$ cat src/rtl/fx_ram_bridge.sv
// Bridges the CPU's 32-bit RAM port to a 16-bit req/ack memory controller, one or two halfword
// transactions per access. Define FX_RAM_BRIDGE_RDBUF_EN to add a one-word read buffer.
module fx_ram_bridge #(
  parameter int AW = 21
) (
  input  logic          CLK,
  input  logic          RESn,
  input  logic          CE,
  input  logic          BCYSTn,
  input  logic [AW-1:0] RAM_A,
  input  logic [31:0]   RAM_DI,
  output logic [31:0]   RAM_DO,
  input  logic          RAM_CEn,
  input  logic          RAM_WEn,
  input  logic [3:0]    RAM_BEn,
  output logic          RAM_READYn,
  output logic          MEM_REQ,
  output logic          MEM_WE,
  output logic [AW-2:0] MEM_A,
  output logic [15:0]   MEM_D,
  output logic [1:0]    MEM_BE,
  input  logic [15:0]   MEM_Q,
  input  logic          MEM_ACK
);

  localparam logic [2:0] IDLE = 3'd0;
  localparam logic [2:0] LO   = 3'd1;
  localparam logic [2:0] HI   = 3'd2;
  localparam logic [2:0] NOP  = 3'd3;
  localparam logic [2:0] DONE = 3'd4;

  logic [2:0]    state;
  logic [AW-3:0] word_addr;
  logic [31:0]   wdata;
  logic          we;
  logic [3:0]    ben;
  logic          start;
  logic          lo_need_in;
  logic          hi_need_in;
  logic          lo_need;
  logic          hi_need;
  logic          hit;
  logic          unused_addr_bits;

  assign unused_addr_bits = ^RAM_A[1:0];

  assign start      = CE && !BCYSTn && !RAM_CEn && (state == IDLE || state == DONE);
  assign lo_need_in = ~&RAM_BEn[1:0];
  assign hi_need_in = ~&RAM_BEn[3:2];
  assign lo_need    = ~&ben[1:0];
  assign hi_need    = ~&ben[3:2];

`ifdef FX_RAM_BRIDGE_RDBUF_EN
  logic          buf_valid;
  logic [AW-3:0] buf_addr;
  logic [31:0]   buf_data;
  logic          fill;

  // Only a full-word read can populate the buffer, so a valid entry always covers both halves.
  assign fill = (state == HI) && MEM_REQ && MEM_ACK && !we && (ben == 4'h0);
  assign hit  = RAM_WEn && buf_valid && (buf_addr == RAM_A[AW-1:2]) && (lo_need_in || hi_need_in);

  always_ff @(posedge CLK or negedge RESn) begin
    if (!RESn) begin
      buf_valid <= 1'b0;
    end else if (start && !RAM_WEn && (buf_addr == RAM_A[AW-1:2])) begin
      buf_valid <= 1'b0;
    end else if (fill) begin
      buf_valid <= 1'b1;
    end
  end

  always_ff @(posedge CLK) begin
    if (fill) begin
      buf_addr <= word_addr;
      buf_data <= {MEM_Q, RAM_DO[15:0]};
    end
  end
`else
  assign hit = 1'b0;
`endif

  always_ff @(posedge CLK or negedge RESn) begin
    if (!RESn) begin
      state      <= IDLE;
      word_addr  <= '0;
      wdata      <= '0;
      we         <= 1'b0;
      ben        <= 4'hF;
      RAM_DO     <= '0;
      RAM_READYn <= 1'b1;
      MEM_REQ    <= 1'b0;
      MEM_WE     <= 1'b0;
      MEM_A      <= '0;
      MEM_D      <= '0;
      MEM_BE     <= '0;
    end else if (start) begin
      word_addr  <= RAM_A[AW-1:2];
      wdata      <= RAM_DI;
      we         <= !RAM_WEn;
      ben        <= RAM_BEn;
      RAM_READYn <= 1'b1;
      if (hit) begin
`ifdef FX_RAM_BRIDGE_RDBUF_EN
        RAM_DO <= {hi_need_in ? buf_data[31:16] : 16'h0, lo_need_in ? buf_data[15:0] : 16'h0};
`endif
        RAM_READYn <= 1'b0;
        state      <= DONE;
      end else if (lo_need_in) begin
        MEM_REQ <= 1'b1;
        MEM_WE  <= !RAM_WEn;
        MEM_A   <= {RAM_A[AW-1:2], 1'b0};
        MEM_D   <= RAM_DI[15:0];
        MEM_BE  <= ~RAM_BEn[1:0];
        state   <= LO;
      end else if (hi_need_in) begin
        MEM_REQ <= 1'b1;
        MEM_WE  <= !RAM_WEn;
        MEM_A   <= {RAM_A[AW-1:2], 1'b1};
        MEM_D   <= RAM_DI[31:16];
        MEM_BE  <= ~RAM_BEn[3:2];
        state   <= HI;
      end else begin
        state <= NOP;
      end
    end else begin
      case (state)
        LO: begin
          if (MEM_REQ && MEM_ACK) begin
            if (!we) RAM_DO[15:0] <= MEM_Q;
            // HI follows in the very next cycle: REQ stays up and only the payload changes.
            if (hi_need) begin
              MEM_A  <= {word_addr, 1'b1};
              MEM_D  <= wdata[31:16];
              MEM_BE <= ~ben[3:2];
              state  <= HI;
            end else begin
              if (!we) RAM_DO[31:16] <= 16'h0;
              MEM_REQ    <= 1'b0;
              RAM_READYn <= 1'b0;
              state      <= DONE;
            end
          end
        end
        HI: begin
          if (MEM_REQ && MEM_ACK) begin
            if (!we) begin
              RAM_DO[31:16] <= MEM_Q;
              if (!lo_need) RAM_DO[15:0] <= 16'h0;
            end
            MEM_REQ    <= 1'b0;
            RAM_READYn <= 1'b0;
            state      <= DONE;
          end
        end
        NOP: begin
          if (!we) RAM_DO <= '0;
          RAM_READYn <= 1'b0;
          state      <= DONE;
        end
        DONE: begin
          if (RAM_CEn) begin
            RAM_READYn <= 1'b1;
            state      <= IDLE;
          end
        end
        default: state <= IDLE;
      endcase
    end
  end

endmodule
$ cat config.mk
export PLATFORM = sky130hd
export DESIGN_NAME = fx_ram_bridge
export DESIGN_NICKNAME = d
export VERILOG_FILES = /design/src/rtl/fx_ram_bridge.sv
export SDC_FILE = /design/constraint.sdc
export NUM_CORES = 1
export LEC_CHECK = 0
export CELL_PAD_IN_SITES_DETAIL_PLACEMENT = 1
export CELL_PAD_IN_SITES_GLOBAL_PLACEMENT = 1
export CORE_ASPECT_RATIO = 1.75
export CORE_MARGIN = 2
export CORE_UTILIZATION = 47
export CTS_BUF_LIST = sky130_fd_sc_hd__clkbuf_8
export DETAILED_ROUTE_END_ITERATION = 7
export DONT_BUFFER_PORTS = 1
export PLACE_DENSITY_LB_ADDON = 0.1
export SYNTH_ARGS = -nofsm -noshare
export SYNTH_HDL_FRONTEND = slang
export SYNTH_SLANG_ARGS = --single-unit
$ cat constraint.sdc
create_clock -name CLK -period 5.4 [get_ports CLK]
set_input_delay 1.08 -clock CLK [delete_from_list [all_inputs] [get_ports CLK]]
set_output_delay 1.08 -clock CLK [all_outputs]
set_load 0.03 [all_outputs]
# Word-level counts from Yosys, hierarchy flattened

Index checks and enable logic that the tools add are counted.

Eq/ne operators: 18
Mux-type cells: 47
Bitwise operators: 4
Reductions and logical operators: 25

Operators with widths:

| cell               | number |
|---|---|
| $mux 16            | 10 |
| $mux 32            | 4 |
| $mux 20            | 6 |
| $pmux 32 s3        | 1 |
| $ne 2x2->1 const B | 9 |
| $reduce_and 8->1   | 2 |
| $mux 3             | 5 |
| $ne 3x3->1 const B | 5 |
| $mux 2             | 7 |
| $pmux 3 s4         | 1 |
| $mux 1             | 11 |
| $reduce_and 2->1   | 5 |
| $reduce_and 5->1   | 2 |
| $eq 3x2->1 const B | 2 |
| $not 2->2          | 3 |
| $reduce_bool 3->1  | 2 |
| $reduce_bool 5->1  | 1 |
| $logic_and 1x1->1  | 4 |
| $pmux 1 s4         | 1 |
| $reduce_and 4->1   | 1 |
| $reduce_bool 2->1  | 2 |
| $eq 3x1->1 const B | 1 |
| $eq 3x3->1 const B | 1 |
| $logic_not 1->1    | 3 |
| 5 further kinds    | 5 |

Bits in registers: 132
Input port bits: 80

# Depth between registers and ports, before layout

Gate-level depths: netlist of run 1.

Depth after elaboration: 6
Gate-level depth with buffers: 8
Depth with buffers taken out: 4

# Worst setup path before layout of run 1

Ideal clock, no wire load.

Path kind: input-to-reg
Start: in BCYSTn
End: reg MEM_A[12]
Library setup time: 0.125 ns
Data arrival time: 2.649 ns
Required time: 5.275 ns
Path slack: 2.627 ns
Cell stages on the path: 6
Path buffers: 2
Path through: or4b_1 -> or2_1 -> o21ai_1 -> buf_4 -> buf_4 -> mux2_2

Cells in the longest elaborated chain, start to end: 6
Elaborated cells between the ends (all ways): 10

RTL lines:

| what                                                      | RTL line | source |
|---|---|---|
| start, declared                                           | 9        | `input logic BCYSTn,` |
| $logic_not 1->1 *                                         | 47       | `assign start = CE && !BCYSTn && !RAM_CEn && (state == IDLE \|\| state == DONE);` |
| $logic_and 1x1->1 * (3 in series)                         | 47       |  |
| $ne 3x3->1 (no source line), or another cell as far along | --       |  |
| $reduce_and 4->1 (no source line)                         | --       |  |
| end signal, assigned                                      | 112      | `MEM_A <= {RAM_A[AW-1:2], 1'b0};` |
| end signal, assigned                                      | 119      | `MEM_A <= {RAM_A[AW-1:2], 1'b1};` |
| end signal, assigned                                      | 133      | `MEM_A <= {word_addr, 1'b1};` |
| end, declared                                             | 19       | `output logic [AW-2:0] MEM_A,` |

Every way passes the cells marked *; elsewhere a longest branch is shown, timed or not.
A chain may end at the register's enable or synchronous reset.

# Final worst setup path of run 1

Start: in BCYSTn
End: reg MEM_A[11]

The elaborated chain is that of the path after synthesis.

==> results of run 1 <==
## power by group through the flow
stage / Clock [uW] / Sequential [uW] / Combinational (uW)
6_report: 901 / 2030 / 807
5_1_grt: 961 / 2090 / 904
4_1_cts: 917 / 2050 / 821
3_5_place_dp: 0 / 2060 / 811
3_3_place_gp: 0 / 2050 / 763
2_1_floorplan: 0 / 1950 / 709
## routing by layer
metal | global-route usage | up-vias | routed length [um]
met5 | 0 | - | 0
met4 | 0.08158 | 0 | 140
met3 | 0.07925 | 12 | 868
met2 | 0.3581 | 112 | 5814
met1 | 0.2093 | 1553 | 4164
li1 | - | 1377 | -
## synthesized netlist by cell type, types with 4 or more instances
library cell / instances / area, sq um
inv_1: 24 / 90.09
mux2_2: 32 / 360.4
buf_6: 4 / 45.04
nand2_1: 63 / 236.5
mux2i_1: 35 / 350.3
clkbuf_1: 15 / 56.30
dfstp_2: 5 / 131.4
o21ai_0: 44 / 220.2
nor2_1: 5 / 18.77
a22o_1: 16 / 140.1
mux2_4: 22 / 330.3
dfrtp_1: 111 / 2778
## worst max path at each step
stage | end | slack [ps] | depth (start not counted)
4_1_cts | MEM_A[11] | 2050 | 5
3_3_place_gp | MEM_D[2] | 1610 | 5
5_1_grt | MEM_A[11] | 1980 | 5
6_report | MEM_A[11] | 2100 | 5
3_5_place_dp | MEM_A[19] | 1560 | 5
2_1_floorplan | MEM_A[12] | 2630 | 6
## final cells by class
cell class	instances	area, sq um
Timing Repair Buffer	4	30.03
Inverter	24	90.09
Clock buffer	18	247.7
Tap cell	127	158.9
Multi-Input combinational cell	239	1829
Clock inverter	14	201.4
Fill cell	1059	4833
Sequential cell	116	2909
## per-stage QoR
| step | area [sq um] | std cells | hold WS [ps] | total power [uW] | utilization |
|---|---|---|---|---|---|
| floorplan | 4967 | 405 | 460.7 | 2663 | - |
| global placement | 5017 | 510 | 474.8 | 2810 | 0.4871 |
| detailed placement | 5017 | 510 | 480.5 | 2869 | 0.4871 |
| CTS | 5466 | 542 | 304.5 | 3784 | 0.5307 |
| global route | 5466 | 542 | 294.1 | 3958 | 0.5307 |
| finish | 5466 | 542 | 332.3 | 3739 | 0.5307 |
## kinds of logic (layout without fill, tap and decap cells)
kind of cell,after synthesis,in the layout,share of synthesized area
adder cells (fa/ha/maj),1,1,0.002015
AO/OA/AOI/OAI,69,69,0.08640
buffers and inverters,50,60,0.04836
XOR/XNOR,1,1,0.001764
multiplexers,89,89,0.2096
AND/OR/NAND/NOR,79,79,0.06625
flip-flops,116,116,0.5856
## state kept, by name, indices dropped and copies added, names as in the netlist
name and count:
MEM_BE 2, RAM_DO 32, MEM_A 20, we 1, ben 4, MEM_WE 1
MEM_REQ 1, state 3, RAM_READYn 1, word_addr 19, MEM_D 16, wdata 16
==> results.md, run 1 <==
- PortBufs: 0
- Initial core utilization: 0.4823
- CTS buffer count: 17
- Most frequent cells in the layout: 111 x dfrtp_1, 63 x nand2_1, 44 x o21ai_0
- Die area: 11440 sq um
- Clock Skew: 13.44 ps
- Fin crit share: 0.6112
- Maximum number of pins on one net before global-route repair: 117
- Flop pwr share: 0.543
- Cells after Synth: 405
- Combinational fraction of design power: 0.216
- Max-slew violations: 0
- # diodes: 0
- Final Hold Viols: 0
- Worst Reg2Reg Path Length in Cells: 5
- Clk root buf: clkbuf_8
- Hold/Removal Path Class: in2async
- Clock Latency Late Sink: 440 ps
- Max cap viols: 0
- GRT Resource Usage Total: 0.2031
- Normalized max-slew margin: 0.3634
- CP Data Required Time: 5720 ps
- Final Net Count: 482
- Cts repair resizes: 0
- WL/cell: around 20 um
- Max Clk Rate: between 300 and 400 MHz
- Post-Syn Nets: just under 500
- Pint: 2233 uW
- Switch share: 0.4027
- Layout cells sized above 1: 0.2337
- TritonCTS Sinks: 116
- Data arrival, critical path: between 3000 and 4000 ps
- Ys Warns: 0
- Psw: 1506 uW
- TNS Setup: 0 ps
- Most common cell after layout, fill and taps aside: dfrtp_1
- RSZ-0062 raised after global routing: false
- Seq cells post-synth: 116
- First-pass GRT wire length: 17.48 mm
- Routed Antenna Nets: 0
- Vias: around 3000
- CTS max path bufs: 2
- Reg2reg end: MEM_A[11]
- P&R area growth vs syn: 10.05%
- Die height: approximately 140 um
- Setup crit start: BCYSTn
- Post-CTS Setup Inserts: 0
- Drt pass-1 iters: 4
- Post-Syn Area: 4967 sq um
- Gpl congestion: 0.7342
- CP peak stage delay: around 760 ps
- Max VDD drop: 279.0 uV
- Crit path max fanout: 24
- I/O pins: about 150
- CTS H-Tree Depth: 4
- Initial antenna violation count: 0
- Final WS setup: ~2100 ps
- Synth cell types: 35
- Die width: 81.71 um
- Status: completed
- TritonCTS clock tree: yes
- Sequential element share of the synthesized area: 0.5856
- Grt total ovfl: 0
- Drt first-iter violations: 88
- Crit-path slowest cell: or4b_1
- Critical path, cell by cell: or4b_1 -> or2_2 -> o21ai_4 -> buf_4 -> mux2_2
- Worst R2R Start: state[0]
- Setup Viol. Count Final: 0
- Leakage: between 0.002 and 0.003 uW
- Buf/Inv on CP: 1
- Worst setup EP type: flip-flop
- Clk slew on worst S/H paths: around 80 ps
- Syn avg cell area: around 12 sq um
- Number of synthesized flops with an enable pin: 0
- Post-Route WL: about 11 mm
- # DRC: 0
- Shortest period the worst path allows: between 3000 and 4000 ps
- Asr flop ratio synth: 1.000
- Dominant synthesized flop cell: dfrtp_1
- # rows: between 40 and 50
- CP startpoint kind: input pin
- Clock power frac: 0.241
- Placed wire-length estimate: 7.255 mm
- Type of the worst setup path: in2reg
- Via-to-Cell Ratio: 5.635
- CTS Hold Bufs: 0
- Worst-Margin Slew: 954.9 ps
- Power Density: slightly below 700 nW/um^2
- Core footprint: about 10000 sq um
- Vias in the first global route: 3447
- Dpl ws: between 1500 and 2000 ps
- Family with the most delay on the worst path: simple AND/OR/NAND/NOR gates
- R2R setup slack: 2220 ps
Note: power is estimated with default switching activity, not from simulation.
==> run 2: changes to the inputs <==
--- a/config.mk
+++ b/config.mk
@@ -9,7 +9,7 @@
 export CELL_PAD_IN_SITES_GLOBAL_PLACEMENT = 1
 export CORE_ASPECT_RATIO = 1.75
 export CORE_MARGIN = 2
-export CORE_UTILIZATION = 47
+export CORE_UTILIZATION = 46
 export CTS_BUF_LIST = sky130_fd_sc_hd__clkbuf_8
 export DETAILED_ROUTE_END_ITERATION = 7
 export DONT_BUFFER_PORTS = 1
==> constraint.sdc (replaced) <==
create_clock -name CLK -period 3 [get_ports CLK]
set_input_delay 0.6 -clock CLK [delete_from_list [all_inputs] [get_ports CLK]]
set_output_delay 0.6 -clock CLK [all_outputs]
set_load 0.03 [all_outputs]
==> results.md, run 2 (synthesis gave the netlist of run 1 again) <==
- Status: complete, but fails checks (was completed)
- Violated checks: negative hold slack
- Data arrival, critical path: 2740 ps (was 3620 ps)
- Dpl cells: 516 (was 510)
- Worst Reg2Reg Path Length in Cells: 5 (unchanged)
- P&R area growth vs syn: 9.950% (was 10.05%)
- Normalized max-slew margin: 0.4073 (was 0.3634)
- Max cap viols: 0 (unchanged)
- CP startpoint kind: flip-flop (was input pin)
- Via-to-Cell Ratio: 5.547 (was 5.635)
- Buf/Inv on CP: 1 (unchanged)
- Crit path max fanout: 24 (unchanged)
- TNS Setup: 0 ps (unchanged)
- GRT Resource Usage Total: 0.1999 (was 0.2031)
- CTS max path bufs: 2 (unchanged)
- Reg with most FFs: RAM_DO (unchanged)
- Fillers: 1129 (was 1059)
- Worst-Margin Slew: 889.0 ps (was 954.9 ps)
- Max-slew violations: 0 (unchanged)
- Vias in the first global route: 3429 (was 3447)
- Worst R2R Start: state[0] (unchanged)
- Fin crit share: 0.8048
- Clk root buf: clkbuf_8 (unchanged)
- TritonCTS Sinks: 116 (unchanged)
- Final Net Count: 485 (was 482)
- Most frequent cells in the layout: 111 x dfrtp_1, 63 x nand2_1, 44 x o21ai_0 (unchanged)
- CTS buffer count: 17 (unchanged)
- Hold/Removal Path Class: in2async (unchanged)
- Layout cells sized above 1: 0.2368 (was 0.2337)
- Routed Antenna Nets: 0 (unchanged)
- Largest regs: RAM_DO x32, MEM_A x20, word_addr x19 (unchanged)
- WL/cell: 20.51 um (was 20.27 um)
- CP Data Required Time: 3320 ps (was 5720 ps)
- Gpl congestion: 0.7311 (was 0.7342)
- Setup Viol. Count Final: 0 (unchanged)
- Worst setup EP type: flip-flop (unchanged)
- Final Hold Viols: 111 (was 0)
- Die area: 11680 sq um (was 11440 sq um)
- Initial antenna violation count: 0 (unchanged)
- Reg2reg end: MEM_A[9] (was MEM_A[11])
- Grt total ovfl: 0 (unchanged)
- Max reg flops: 32 (unchanged)
- Die width: 82.55 um (was 81.71 um)
- Die height: 141.5 um (was 140.0 um)
- Core footprint: 10640 sq um (was 10300 sq um)
- TritonCTS clock tree: yes (unchanged)
- Critical path, cell by cell: or4b_1 -> or2_2 -> o21ai_4 -> buf_4 -> mux2_2 (unchanged)
- WHS: -148.9 ps (was 332.3 ps)
- Cts repair resizes: 0 (unchanged)
- Vias: 3040 (was 3054)
- Family with the most delay on the worst path: simple AND/OR/NAND/NOR gates (unchanged)
- Drt first-iter violations: 95 (was 88)
- Most common cell after layout, fill and taps aside: dfrtp_1 (unchanged)
- I/O pins: 153 (unchanged)
- R2R setup slack: 590 ps (was 2220 ps)
- Placed wire-length estimate: 7.522 mm (was 7.255 mm)
- Power Density: 1214 nW/um^2 (was 683.9 nW/um^2)
- PortBufs: 0 (unchanged)
- Crit-path slowest cell: or4b_1 (unchanged)
- Post-CTS Setup Inserts: 0 (unchanged)
- Post-Route WL: 11.24 mm (was 10.99 mm)
- CP peak stage delay: 560 ps (was 760 ps)
- Clock Latency Late Sink: 440 ps (about the same)
- Type of the worst setup path: reg2reg (was in2reg)
- Leakage: 0.002783 uW (was 0.002776 uW)
- Drt pass-1 iters: 6 (was 4)
- CTS H-Tree Depth: 4 (unchanged)
- Fin cells: 548 (was 542)
- Shortest period the worst path allows: 2415 ps
- Maximum number of pins on one net before global-route repair: 117 (unchanged)
- Clk slew on worst S/H paths: 80 ps (about the same)
- Max VDD drop: 518.8 uV (was 279.0 uV)
- # DRC: 0 (unchanged)
- Initial core utilization: 0.4671 (was 0.4823)
- # diodes: 0 (unchanged)
- # rows: 50 (was 49)
- Clock Skew: 12.89 ps (was 13.44 ps)
- Max Clk Rate: roughly 410 MHz
- RSZ-0062 raised after global routing: false (unchanged)
- First-pass GRT wire length: 17.28 mm (was 17.48 mm)
run 2: cell count changes in the layout (fill, tap and decap cells not counted), sizes merged:
cell      change
clkbuf        -1
buf           +3
clkinvlp      -1
clkinv        +2
bufinv        -1
inv           +1
run 2: worst reg2reg max path, stage by stage (launching register included):
cell	delay [ps]
dfrtp_1	470
or4b_1	560
or2_2	340
o21ai_4	160
buf_4	380
mux2_2	400
run 2: area by class of cell:
type / instances / area (sq um) / share of cell area
sequential: 116 / 2909 / 0.5326
multi-input combinational: 239 / 1829 / 0.3349
clock buffer: 17 / 234.0 / 0.04284
clock inverter: 15 / 183.9 / 0.03368
tap: 130 / 162.7 / 0.02978
inverter: 24 / 90.09 / 0.01649
timing repair buffer: 7 / 52.55 / 0.009622
run 2: worst max-delay path by stage:
stage / start / endpoint / slack [ps] / depth (start not counted)
final: state[0] / MEM_A[9] / 590 / 5
after global routing: state[1] / MEM_A[15] / 470 / 5
after CTS: state[1] / MEM_A[13] / 570 / 5
after detailed placement: BCYSTn / MEM_A[9] / 510 / 5
after global placement: BCYSTn / MEM_D[2] / 520 / 5
after floorplan: BCYSTn / MEM_A[12] / 710 / 6
run 2: power breakdown:
group          total [uW]  internal, uW  leakage (uW)  switching, uW
Clock                1500           829      0.000213            673
Sequential           3670          2300       0.00140           1370
Combinational        1460           789       0.00117            668
run 2: metal layers:
| metal | up-vias | global-route usage | part of all wire |
|---|---|---|---|
| met4 | 0 | 0.08197 | 0.023 |
| met3 | 22 | 0.07570 | 0.077 |
| met5 | - | 0 | 0 |
| met2 | 112 | 0.3476 | 0.53 |
| li1 | 1380 | - | - |
| met1 | 1526 | 0.2107 | 0.37 |
run 2: through the flow:
step	setup slack (ps)	hold WS (ps)	utilization	instance area [sq um]	power, uW
floorplan	706.8	304.4	-	4967	4793
global placement	520.8	307.0	0.4742	5044	5070
detailed placement	505.9	306.7	0.4742	5044	5181
CTS	572.2	-176.1	0.5135	5461	6730
global route	470.1	-180.7	0.5135	5461	7025
finish	585.5	-148.9	0.5135	5461	6632
